**config.mk**
```make
export PLATFORM = sky130hd
export DESIGN_NAME = vga_resolution_demonstrator
export DESIGN_NICKNAME = d
export VERILOG_FILES = /design/src/rtl/vga_resolution_demonstrator.sv
export SDC_FILE = /design/constraint.sdc
export NUM_CORES = 1
export LEC_CHECK = 0
export BUFFER_PORTS_ARGS = -buffer_cell sky130_fd_sc_hd__buf_4
export CORE_MARGIN = 3
export CORE_UTILIZATION = 45
export CTS_BUF_LIST = sky130_fd_sc_hd__clkbuf_8
export CTS_CLUSTER_SIZE = 8
export DETAILED_ROUTE_END_ITERATION = 8
export GPL_ROUTABILITY_DRIVEN = 0
export PLACE_DENSITY_LB_ADDON = 0.2
export SKIP_LAST_GASP = 1
export SYNTH_ARGS = -nofsm -noshare
export SYNTH_HDL_FRONTEND = slang
export SYNTH_SLANG_ARGS = --single-unit
```
**constraint.sdc**
```tcl
create_clock -name CLOCK_25 -period 5.1 [get_ports CLOCK_25]
set_input_delay 1.02 -clock CLOCK_25 [delete_from_list [all_inputs] [get_ports CLOCK_25]]
set_output_delay 1.02 -clock CLOCK_25 [all_outputs]
set_load 0.005 [all_outputs]
```
**src/rtl/vga_resolution_demonstrator.sv**
```systemverilog
// VGA timing generator with an 8-bar colour test pattern, 640x480 or 800x600 chosen per frame.
// Optional build macro VGA_BORDER_EN draws a one-pixel white frame around the active area.
module vga_resolution_demonstrator #(
    parameter int H0_ACT  = 640,
    parameter int H0_FP   = 16,
    parameter int H0_SYNC = 96,
    parameter int H0_BP   = 48,
    parameter int V0_ACT  = 480,
    parameter int V0_FP   = 10,
    parameter int V0_SYNC = 2,
    parameter int V0_BP   = 33,
    parameter int H1_ACT  = 800,
    parameter int H1_FP   = 24,
    parameter int H1_SYNC = 72,
    parameter int H1_BP   = 128,
    parameter int V1_ACT  = 600,
    parameter int V1_FP   = 1,
    parameter int V1_SYNC = 2,
    parameter int V1_BP   = 22
) (
    input  logic       CLOCK_25,
    input  logic       reset,
    input  logic       choose_vga_mode,
    output logic [2:0] VGA_RED,
    output logic [2:0] VGA_GREEN,
    output logic [2:0] VGA_BLUE,
    output logic       HS,
    output logic       VS
);

    localparam logic [10:0] H0_A   = 11'(H0_ACT);
    localparam logic [10:0] H0_SS  = 11'(H0_ACT + H0_FP);
    localparam logic [10:0] H0_SE  = 11'(H0_ACT + H0_FP + H0_SYNC);
    localparam logic [10:0] H0_TOT = 11'(H0_ACT + H0_FP + H0_SYNC + H0_BP);
    localparam logic [9:0]  V0_A   = 10'(V0_ACT);
    localparam logic [9:0]  V0_SS  = 10'(V0_ACT + V0_FP);
    localparam logic [9:0]  V0_SE  = 10'(V0_ACT + V0_FP + V0_SYNC);
    localparam logic [9:0]  V0_TOT = 10'(V0_ACT + V0_FP + V0_SYNC + V0_BP);
    localparam logic [10:0] H1_A   = 11'(H1_ACT);
    localparam logic [10:0] H1_SS  = 11'(H1_ACT + H1_FP);
    localparam logic [10:0] H1_SE  = 11'(H1_ACT + H1_FP + H1_SYNC);
    localparam logic [10:0] H1_TOT = 11'(H1_ACT + H1_FP + H1_SYNC + H1_BP);
    localparam logic [9:0]  V1_A   = 10'(V1_ACT);
    localparam logic [9:0]  V1_SS  = 10'(V1_ACT + V1_FP);
    localparam logic [9:0]  V1_SE  = 10'(V1_ACT + V1_FP + V1_SYNC);
    localparam logic [9:0]  V1_TOT = 10'(V1_ACT + V1_FP + V1_SYNC + V1_BP);
    localparam int          H0_BW  = H0_ACT / 8;
    localparam int          H1_BW  = H1_ACT / 8;

    logic        sync1_q, sync1_d;
    logic        sync2_q, sync2_d;
    logic        mode_q, mode_d;
    logic [10:0] hcount_q, hcount_d;
    logic [9:0]  vcount_q, vcount_d;
    logic [2:0]  red_q, red_d;
    logic [2:0]  green_q, green_d;
    logic [2:0]  blue_q, blue_d;
    logic        hs_q, hs_d;
    logic        vs_q, vs_d;

    logic [10:0] hact, hss, hse, htot;
    logic [9:0]  vact, vss, vse, vtot;
    logic        h_last, v_last;
    logic        active;
    logic        h_sync_on, v_sync_on;
    logic [2:0]  bar;

    // Geometry of the frame currently being scanned; mode_q only moves at a frame boundary.
    always_comb begin
        hact = H0_A;
        hss  = H0_SS;
        hse  = H0_SE;
        htot = H0_TOT;
        vact = V0_A;
        vss  = V0_SS;
        vse  = V0_SE;
        vtot = V0_TOT;
        if (mode_q) begin
            hact = H1_A;
            hss  = H1_SS;
            hse  = H1_SE;
            htot = H1_TOT;
            vact = V1_A;
            vss  = V1_SS;
            vse  = V1_SE;
            vtot = V1_TOT;
        end
    end

    always_comb begin
        sync1_d  = choose_vga_mode;
        sync2_d  = sync1_q;
        h_last   = (hcount_q == htot - 11'd1);
        v_last   = (vcount_q == vtot - 10'd1);
        hcount_d = h_last ? 11'd0 : hcount_q + 11'd1;
        vcount_d = vcount_q;
        if (h_last) begin
            vcount_d = v_last ? 10'd0 : vcount_q + 10'd1;
        end
        mode_d = (h_last && v_last) ? sync2_q : mode_q;
    end

    // Bar index counts how many of the seven bar edges the pixel has passed.
    always_comb begin
        bar = 3'd0;
        for (int k = 1; k < 8; k++) begin
            if (hcount_q >= (mode_q ? 11'(k * H1_BW) : 11'(k * H0_BW))) begin
                bar = bar + 3'd1;
            end
        end
    end

    always_comb begin
        active    = (hcount_q < hact) && (vcount_q < vact);
        h_sync_on = (hcount_q >= hss) && (hcount_q < hse);
        v_sync_on = (vcount_q >= vss) && (vcount_q < vse);
        red_d     = 3'd0;
        green_d   = 3'd0;
        blue_d    = 3'd0;
        if (active) begin
            red_d   = {3{bar[2]}};
            green_d = {3{bar[1]}};
            blue_d  = {3{bar[0]}};
`ifdef VGA_BORDER_EN
            if ((hcount_q == 11'd0) || (hcount_q == hact - 11'd1) ||
                (vcount_q == 10'd0) || (vcount_q == vact - 10'd1)) begin
                red_d   = 3'd7;
                green_d = 3'd7;
                blue_d  = 3'd7;
            end
`endif
        end
        // Mode 0 syncs are active-low, mode 1 syncs active-high.
        hs_d = mode_q ? h_sync_on : ~h_sync_on;
        vs_d = mode_q ? v_sync_on : ~v_sync_on;
    end

    always_ff @(posedge CLOCK_25 or negedge reset) begin
        if (!reset) begin
            sync1_q  <= 1'b0;
            sync2_q  <= 1'b0;
            mode_q   <= 1'b0;
            hcount_q <= 11'd0;
            vcount_q <= 10'd0;
            red_q    <= 3'd0;
            green_q  <= 3'd0;
            blue_q   <= 3'd0;
            hs_q     <= 1'b1;
            vs_q     <= 1'b1;
        end else begin
            sync1_q  <= sync1_d;
            sync2_q  <= sync2_d;
            mode_q   <= mode_d;
            hcount_q <= hcount_d;
            vcount_q <= vcount_d;
            red_q    <= red_d;
            green_q  <= green_d;
            blue_q   <= blue_d;
            hs_q     <= hs_d;
            vs_q     <= vs_d;
        end
    end

    assign VGA_RED   = red_q;
    assign VGA_GREEN = green_q;
    assign VGA_BLUE  = blue_q;
    assign HS        = hs_q;
    assign VS        = vs_q;

endmodule

```
==> run metrics <==
setup tns final=0 ns; R2R cell count=21; DRC viols=0; hold endpoint=sync2_q$_DFF_PN0_; register area=728 um2; ratio of cells with drive above 1 in the final layout=12.2%; ant diodes=0; Die Wd=81.0 um; Slew @ Worst Pin=0.935 ns; Num CTS Buffers=5; CP arrival=4.79 ns; Hold Path Class=flip-flop to flip-flop; status=completed; flop and latch count out of synthesis=29; Die H=81.0 um; Clock Skew=0.00919 ns; reg2reg setup slack=0.52 ns; Tcrit/Tclk final=89.8%; row count=26; Critical Path Start Type=flip-flop; synthesis-to-finish area growth=9.10%; drt wl/cell=14.2 um; Primary FF master, synth=dfrtp_1; cell area after synthesis=2530 um2; hpwl dp=3790 um; max_cap viols=0; Peak supply drop=122 uV; number of synthesized flops with an enable pin=0; critical-path cell list=buf_4 > ha_1 > nand2_1 > nand3_1 > a21o_1 > a21o_1 > a211o_1 > ha_1 > xor2_1 > ha_1 > nand2_1 > nand2_1 > ha_1 > a221o_1 > ha_1 > nand2b_1 > o21a_1 > ha_1 > nand2_1 > xnor3_1 > nor2_1; share of the synthesized area in the top cell type=26.7%; H-tree depth=2; Fillers=486; hold path start=sync1_q$_DFF_PN0_; die area=6550 um2; Synth async-reset ratio=100%; CTS Buffer Depth=2; post-CTS sizing=0; RSZ-0062 raised after global routing=false; most frequent cells in the layout=ha_1, dfrtp_1, nor2_1; ranking of synthesized cells by area=dfrtp_1, ha_1, xor2_1, nor2_1, xnor2_1; Final setup viols=0; Max Clk Rate=218 MHz; Worst setup EP type=flip-flop; IO Port Bufs=13; root buffer cell=clkbuf_8; clk sinks=29; final max-slew violation count=0; initial antenna violation count=0; Synth Instances=274; Pre-antenna DRT Iters=5; Distinct cells, synth=55; crit-path leading delay family=adder cells; min Tclk post-route=4.58 ns; Critical-path top delay cell=dfrtp_1; remaining global-route overflow=0; initial DRC count=121; first-pass GRT wire length=8620 um; post-CTS setup repair buffer count=0; pre-CTS setup slack=0.536 ns; final instance area=2760 um2; crit path max fanout=17; Post-DRT Antenna Nets=0; Setup CP Type=flip-flop to flip-flop; most common cell after layout, fill and taps aside=ha_1; multi-input logic area=1670 um2; syn nets=314; clk_lat worst skew=0.28 ns; Seq/Total Area, Yosys=28.8%; # IOs=14; Util after Layout=52.4%; Top cell by count, worst path=ha_1; Hold Vio Cnt, Final=0; FF-to-FF End=VGA_RED[1]$_DFF_PN0_; CTS tree=yes; CP max stage delay=0.37 ns; DR vias/cell=5.41; final wirelength=5080 um; Avg Inst Size Synth=9.23 um2; vias post-DR=1938; Worst-path clk slew=0.06 ns; Post-Place Cell Area=2680 um2; Yosys top cell by area=dfrtp_1; Slew headroom=37.2%; Yosys Warn Count=0; pwr/cell area=149 nW/um2; fin worst setup slack=0.519 ns; gr usage total=16.7%; fin nets=327; CP required=5.31 ns; core area=5270 um2; Initial Util=48.0%; largest net degree at the start of global routing=30; FF-to-FF Start=mode_q$_DFFE_PN0P_; vias in the first global route=1789; cts hold-fix bufs=0; hold depth=0; Crit path buffers/inverters=1; cell leakage power=0.00136 uW
## stage by stage
stage / hold WS (ns) / total power (uW) / instances
4_1_cts: 0.349 / 418 / 358
6_report: 0.351 / 411 / 358
5_1_grt: 0.364 / 431 / 358
3_3_place_gp: 0.333 / 241 / 350
3_5_place_dp: 0.336 / 241 / 350
2_1_floorplan: 0.331 / 235 / 274
## worst register-to-register path, delay by kind of cell (launching register included)
| family | cells | cell delay [ns] |
|---|---|---|
| DFF | 1 | 0.37 |
| AOI/OAI and AO/OA | 5 | 1.15 |
| buffers and inverters | 1 | 0.21 |
| adders and majority gates | 6 | 1.64 |
| xor gates and xnor gates | 2 | 0.54 |
| and+or+nand+nor | 7 | 0.60 |
## worst max-delay path by stage
stage | startpoint | end | cells past startpoint
5_1_grt | mode_q$_DFFE_PN0P_ | VGA_GREEN[1]$_DFF_PN0_ | 21
6_report | mode_q$_DFFE_PN0P_ | VGA_RED[1]$_DFF_PN0_ | 21
3_3_place_gp | mode_q$_DFFE_PN0P_ | VGA_RED[1]$_DFF_PN0_ | 21
2_1_floorplan | mode_q$_DFFE_PN0P_ | VGA_RED[1]$_DFF_PN0_ | 21
4_1_cts | mode_q$_DFFE_PN0P_ | VGA_RED[1]$_DFF_PN0_ | 21
3_5_place_dp | mode_q$_DFFE_PN0P_ | VGA_RED[1]$_DFF_PN0_ | 21
## synth_stat cells, drive strengths merged (3+ instances only)
cell and count:
nand4b 3, ha 37, nor4 3, a21oi 9
nand4 5, o21ai 15, xnor2 10, xor2 16
clkbuf 4, a21boi 3, nand3 13, dfrtp 27
nand2b 8, nor2 27, inv 17, a21o 3
nand2 20, nor3 6, buf 7, nor2b 3
a31oi 3
## routing by layer
metal	global-route usage (%)	up-vias	share of wire, %
met4	3.04	0	0.79
met2	25.0	56	43
li1	-	979	-
met1	24.5	899	51
met3	3.99	4	5.7
met5	0	-	0
## registers in the layout (all words and copies together) (netlist names)
signal     count
hcount_q      11
vcount_q      10
HS             1
VGA_BLUE       1
VGA_GREEN      1
VGA_RED        1
VS             1
mode_q         1
sync1_q        1
sync2_q        1
## cell families (layout without fill, tap and decap cells)
logic type                 after synthesis  after routing  share of synthesized area, %
and+or+nand+nor                        102            102                          21.7
AOI/OAI and AO/OA                       48             48                          14.3
adders and majority gates               37             37                          18.3
DFF                                     29             29                          28.8
xor gates and xnor gates                28             28                          10.8
buffers and inverters                   28             42                          5.20
muxes                                    2              2                         0.792
## power breakdown
group	internal (uW)	switching [uW]	total, uW
clock	92.2	82.1	174
sequential	231	0.187	231
combinational	1.00	4.32	5.32
total	324	86.6	411
## layout make-up
| type | instances | area share, % |
|---|---|---|
| clock buffers | 5 | 2.49 |
| well taps | 70 | 3.17 |
| flip-flops and latches | 29 | 26.4 |
| inverters | 17 | 2.31 |
| repair buffers | 17 | 4.63 |
| multi-input cells | 217 | 60.5 |
| clock inverters | 3 | 0.499 |
Power figures use the tool's default switching activity.
